[src/rtl/apb_i2c_regs.sv]
// APB register file for the I2C core: configuration/control registers,
// TX push / RX pop FIFO handshakes, TXDATA wait states with timeout,
// pslverr reporting and a registered, maskable interrupt.
module apb_i2c_regs #(
  parameter int          DATA_W  = 8,
  parameter int          ADDR_W  = 8,
  parameter int unsigned TIMEOUT = 16
) (
  input  logic              pclk,
  input  logic              presetn,
  input  logic              psel,
  input  logic              penable,
  input  logic              pwrite,
  input  logic [ADDR_W-1:0] paddr,
  input  logic [DATA_W-1:0] pwdata,
  output logic [DATA_W-1:0] prdata,
  output logic              pready,
  output logic              pslverr,
  output logic [DATA_W-1:0] config_reg,
  output logic [DATA_W-1:0] control_reg,
  output logic              tx_push,
  output logic [DATA_W-1:0] tx_data,
  input  logic              tx_full,
  input  logic              tx_empty,
  output logic              rx_pop,
  input  logic [DATA_W-1:0] rx_data,
  input  logic              rx_empty,
  input  logic              i2c_done,
  input  logic              i2c_nack,
  output logic              irq
);

  localparam int CNT_W = (TIMEOUT < 1) ? 1 : $clog2(TIMEOUT + 1);

  localparam logic [ADDR_W-1:0] A_CONFIG   = ADDR_W'(0);
  localparam logic [ADDR_W-1:0] A_CONTROL  = ADDR_W'(1);
  localparam logic [ADDR_W-1:0] A_TXDATA   = ADDR_W'(2);
  localparam logic [ADDR_W-1:0] A_STATUS   = ADDR_W'(3);
  localparam logic [ADDR_W-1:0] A_RXDATA   = ADDR_W'(4);
  localparam logic [ADDR_W-1:0] A_IRQ_EN   = ADDR_W'(5);
  localparam logic [ADDR_W-1:0] A_IRQ_STAT = ADDR_W'(6);

  typedef enum logic [1:0] {S_IDLE, S_SETUP, S_ACCESS, S_WAIT} state_t;

  state_t            r_state;
  logic [CNT_W-1:0]  r_wait_cnt;
  logic [DATA_W-1:0] r_config;
  logic [DATA_W-1:0] r_control;
  logic [DATA_W-1:0] r_irq_en;
  logic [DATA_W-1:0] r_irq_stat;
  logic              r_tx_empty_d;
  logic              r_rx_empty_d;
  logic              r_irq;

  logic              w_access;
  logic              w_tx_wr;
  logic              w_stall;
  logic              w_done;
  logic              w_wr_done;
  logic              w_err;
  logic [DATA_W-1:0] w_rdata;
  logic [DATA_W-1:0] w_status;
  logic [DATA_W-1:0] w_w1c;
  logic [DATA_W-1:0] w_evt;

  // Qualifying the access phase with presetn keeps every side effect and
  // every combinational response silent while reset is held.
  assign w_access  = psel & penable & presetn;
  assign w_tx_wr   = w_access & pwrite & (paddr == A_TXDATA);
  assign w_stall   = w_tx_wr & tx_full & (r_wait_cnt < CNT_W'(TIMEOUT));
  assign w_done    = w_access & ~w_stall;
  assign w_wr_done = w_done & pwrite;

  assign pready      = ~w_stall;
  assign pslverr     = w_done & w_err;
  assign prdata      = (w_done & ~pwrite) ? w_rdata : '0;
  assign tx_push     = w_tx_wr & ~tx_full;
  assign tx_data     = pwdata;
  assign rx_pop      = w_done & ~pwrite & (paddr == A_RXDATA) & ~rx_empty;
  assign config_reg  = r_config;
  assign control_reg = r_control;
  assign irq         = r_irq;

  // STATUS bit3 and IRQ_STAT bit4 share identical set/clear rules, so a
  // single flop (r_irq_stat[4]) backs both views.
  always_comb begin
    w_status    = '0;
    w_status[0] = tx_full;
    w_status[1] = tx_empty;
    w_status[2] = rx_empty;
    w_status[3] = r_irq_stat[4];
  end

  // Address decode: read data and error response for the current access.
  always_comb begin
    w_rdata = '0;
    w_err   = 1'b0;
    case (paddr)
      A_CONFIG:   w_rdata = r_config;
      A_CONTROL:  w_rdata = r_control;
      A_TXDATA:   w_err   = pwrite & tx_full;
      A_STATUS:   w_rdata = w_status;
      A_RXDATA: begin
        if (!pwrite) begin
          if (rx_empty) w_err   = 1'b1;
          else          w_rdata = rx_data;
        end
      end
      A_IRQ_EN:   w_rdata = r_irq_en;
      A_IRQ_STAT: w_rdata = r_irq_stat;
      default:    w_err   = 1'b1;
    endcase
  end

  // Interrupt event sources and the W1C mask from an IRQ_STAT write.
  always_comb begin
    w_evt    = '0;
    w_evt[0] = tx_empty & ~r_tx_empty_d;
    w_evt[1] = ~rx_empty & r_rx_empty_d;
    w_evt[2] = i2c_done;
    w_evt[3] = i2c_nack;
    w_evt[4] = w_done & w_err;
    w_w1c    = (w_wr_done && paddr == A_IRQ_STAT) ? pwdata : '0;
  end

  // APB phase tracker and TXDATA wait-state counter.
  always_ff @(posedge pclk or negedge presetn) begin
    if (!presetn) begin
      r_state    <= S_IDLE;
      r_wait_cnt <= '0;
    end else if (!psel) begin
      r_state    <= S_IDLE;
      r_wait_cnt <= '0;
    end else begin
      r_wait_cnt <= w_stall ? r_wait_cnt + CNT_W'(1) : '0;
      case (r_state)
        S_IDLE:   if (!penable) r_state <= S_SETUP;
        S_SETUP:  r_state <= S_ACCESS;
        S_ACCESS: begin
          if (w_stall)       r_state <= S_WAIT;
          else if (!penable) r_state <= S_SETUP;
          else               r_state <= S_IDLE;
        end
        S_WAIT:   if (!w_stall) r_state <= S_IDLE;
        default:  r_state <= S_IDLE;
      endcase
    end
  end

  // Writable registers, commit at the completing edge.
  always_ff @(posedge pclk or negedge presetn) begin
    if (!presetn) begin
      r_config  <= '0;
      r_control <= '0;
      r_irq_en  <= '0;
    end else if (w_wr_done) begin
      if (paddr == A_CONFIG)  r_config  <= pwdata;
      if (paddr == A_CONTROL) r_control <= pwdata;
      if (paddr == A_IRQ_EN)  r_irq_en  <= pwdata;
    end
  end

  // Interrupt status (set beats W1C), edge detectors and registered irq.
  always_ff @(posedge pclk or negedge presetn) begin
    if (!presetn) begin
      r_irq_stat   <= '0;
      r_tx_empty_d <= 1'b0;
      r_rx_empty_d <= 1'b0;
      r_irq        <= 1'b0;
    end else begin
      r_irq_stat   <= (r_irq_stat & ~w_w1c) | w_evt;
      r_tx_empty_d <= tx_empty;
      r_rx_empty_d <= rx_empty;
      r_irq        <= |(r_irq_stat & r_irq_en);
    end
  end

endmodule

[config.mk]
export PLATFORM = sky130hd
export DESIGN_NAME = apb_i2c_regs
export DESIGN_NICKNAME = d
export VERILOG_FILES = /design/src/rtl/apb_i2c_regs.sv
export SDC_FILE = /design/constraint.sdc
export NUM_CORES = 1
export LEC_CHECK = 0
export ABC_AREA = 1
export BUFFER_PORTS_ARGS = -buffer_cell sky130_fd_sc_hd__buf_2
export CAP_MARGIN = 20
export CORE_ASPECT_RATIO = 1.4
export CORE_MARGIN = 3
export CORE_UTILIZATION = 52
export DETAILED_ROUTE_END_ITERATION = 6
export GPL_ROUTABILITY_DRIVEN = 0
export PLACE_DENSITY = 0.8
export SYNTH_ARGS = -nofsm -noshare
export SYNTH_HDL_FRONTEND = slang
export SYNTH_SLANG_ARGS = --single-unit
[constraint.sdc]
create_clock -name pclk -period 2.5 [get_ports pclk]
set_clock_uncertainty 0.2 [all_clocks]
set_input_delay 0.625 -clock pclk [delete_from_list [all_inputs] [get_ports pclk]]
set_output_delay 0.625 -clock pclk [all_outputs]
set_load 0.005 [all_outputs]
==> flow_metrics.tcl <==
set metrics [dict create \
    top_layer "met4" \
    p_leak_nw 1.77 \
    whs_ns 0.213 \
    finalHoldViolations 0 \
    drt-total-wl_um 6650 \
    min_period_over_period 1.04 \
    period_needed_ns 2.59 \
    port_buffers 70 \
    die_area_um2 5460 \
    insertion_delay_ns 0.29 \
    numCtsBuffers 5 \
    nets 455 \
    drtIter0Drc 159 \
    crit_start "paddr[3]" \
    num_io_pins 71 \
    hold_path_class "in2async" \
    clkSlewWorstSetupHoldPaths_ns 0.08 \
    worstReg2RegStart "r_wait_cnt[4]" \
    fin_cells 481 \
    clock_tree.root_cell "clkbuf_8" \
    maxSlewViolCount 0 \
    vias 2478 \
    route.detailed.drc 0 \
    vias_per_cell 5.15 \
    synth.avg_cell_area_um2 7.20 \
    rows 28 \
    grt_max_degree 41 \
    status "complete, but fails checks" \
    ys_ff_latch 40 \
    worstPathArrival_ns 1.77 \
    ctsHoldBuffers 0 \
    antenna_found_initial 0 \
    syn_area_um2 2390 \
    ctsLongestPathBuffers 2 \
    drv_cap 0 \
    synth_cells 332 \
    wl_met3_um 404 \
    cpMaxStageDelayCell "nor2_2" \
    antennaDiodeCount 0 \
    placed_cell_area_um2 2890 \
    finalSetupViolCount 9 \
    clock_sinks 40 \
    grt_pass1_wl_um 10500 \
    dp_hpwl_um 4910 \
    gr-total-overflow 0 \
    syn-num-nets 367 \
    drt-wirelength-per-cell_um 13.8 \
    dieWidth_um 63.3 \
    dp.cells 471 \
    violations "negative setup slack" \
    htreeDepth 2 \
    yosysUniqueCellTypes 28 \
    fillers 361 \
    dr_wl_met2_um 3380 \
    grt_pass1_vias 2345 \
    drt-pass1-iter-count 5 \
    initial_utilization 0.550 \
    ff2ff_path_depth 4 \
    crit_chain "buf_2, inv_2, nand2_2, nor2_2, buf_6, nand3_1, nand3_1, nor2_1, nor2_1, buf_2" \
    track_usage 0.244 \
    path_class "in2out" \
    core-area_um2 4340 \
    m1WireLength_um 2620 \
    power_density_nw_per_um2 433 \
    die_h_um 86.2 \
    peakVddDrop_uv 354 \
    syn2layout_area_growth_pct 33.7 \
    fin_ws_ns -0.0918 \
    cpPeakStageDelay_ns 0.16 \
    end_kind "primary output" \
    crit_fanout 10 \
    cp_data_required_time_ns 1.67 \
    tns_ns -0.338 \
    ys_seq_area_frac 0.419 \
    layout-drive-gt1-share 0.366 \
    final_antenna_net_count 0 \
    r2r-end "r_irq_en[1]" \
    fin_area_um2 3200 \
    pre_cts_ws_ns -0.144 \
    r2r_slack_ns 0.63 \
    slew_headroom 0.544 \
    rsz0062_at_grt "yes" \
    clock.fmax_mhz 386 \
    yosysWarnings 0 \
    cts_tree "yes" \
    start_kind "primary input" \
    worst_slew_pin_slew_ns 0.685 \
]
[metrics by stage]
step / util / total power (W)
after CTS: 0.703 / 0.00137
after global routing: 0.736 / 0.00145
after detailed placement: 0.666 / 0.000803
after global placement: 0.666 / 0.000800
final: 0.736 / 0.00138
after floorplan: - / 0.000729
[how the worst max path moves through the flow]
stage	to	slack, ns	cells past startpoint
floorplan	prdata[1]	0.13	9
global placement	prdata[0]	-0.13	10
detailed placement	prdata[0]	-0.14	10
CTS	prdata[0]	-0.09	10
global route	prdata[7]	-0.17	11
finish	prdata[7]	-0.09	10
[placed cells by master (no fill, tap or decap), types with 8 or more instances in the layout]
master,Yosys,layout
nand2_1,98,88
nand3_1,42,41
nand2_2,5,12
o21ai_1,10,10
buf_2,2,66
dfrtp_1,40,40
o21ai_2,8,8
buf_4,10,20
nor2_1,37,33
o21ai_0,10,10
inv_1,38,36
buf_6,3,9
[area by class of cell]
type	count	area [µm²]	area share
inverter	42	164	0.0513
sequential	40	1000	0.313
timing repair buffer	97	622	0.195
tap	60	75.1	0.0235
clock buffer	7	96.3	0.0301
clock inverter	1	30.0	0.00940
multi-input combinational	234	1210	0.378
[what timing repair did]
action,CTS,global route
resized for setup,9,34
setup buffers,1,1
pin swaps,2,12
setup endpoints to repair,9,11
[kinds of logic (layout without fill, tap and decap cells)]
| kind of cell | after synthesis | in the layout | synth area share |
|---|---|---|---|
| xor gates and xnor gates | 1 | 1 | 0.00367 |
| and+or+nand+nor | 196 | 196 | 0.361 |
| adders and majority gates | 1 | 1 | 0.00523 |
| buffers and inverters | 58 | 147 | 0.117 |
| AOI/OAI and AO/OA | 36 | 36 | 0.0937 |
| DFF | 40 | 40 | 0.419 |
[cells in the mapped netlist, drive strengths merged]
master,number,share of area
clkbuf,1,0.0016
nor2,41,0.069
a221oi,2,0.0073
o21ai,28,0.071
inv,41,0.064
clkinv,1,0.0016
dfrtp,40,0.42
xor2,1,0.0037
buf,15,0.050
nand3,43,0.092
ha,1,0.0052
o211ai,1,0.0031
nand4,1,0.0026
a21oi,5,0.012
nand2,105,0.18
nor3,6,0.021
[where the power goes]
group / total (W) / leakage, nW / switching, W / internal (W)
clock network: 0.000572 / 0.0645 / 0.000220 / 0.000352
logic: 0.000156 / 1.18 / 0.0000943 / 0.0000620
registers: 0.000655 / 0.528 / 0.00000337 / 0.000652
[metal layers]
metal,up-vias,global-route usage
met1,1133,0.282
met3,24,0.0519
met5,-,0
met2,103,0.432
li1,1218,-
met4,0,0.110
[critical path, delay by kind of cell]
family / cells / cell delay [ns]
simple gates: 6 / 0.65
buf+inv: 4 / 0.49
No activity file was read; power rests on OpenSTA's default activity.
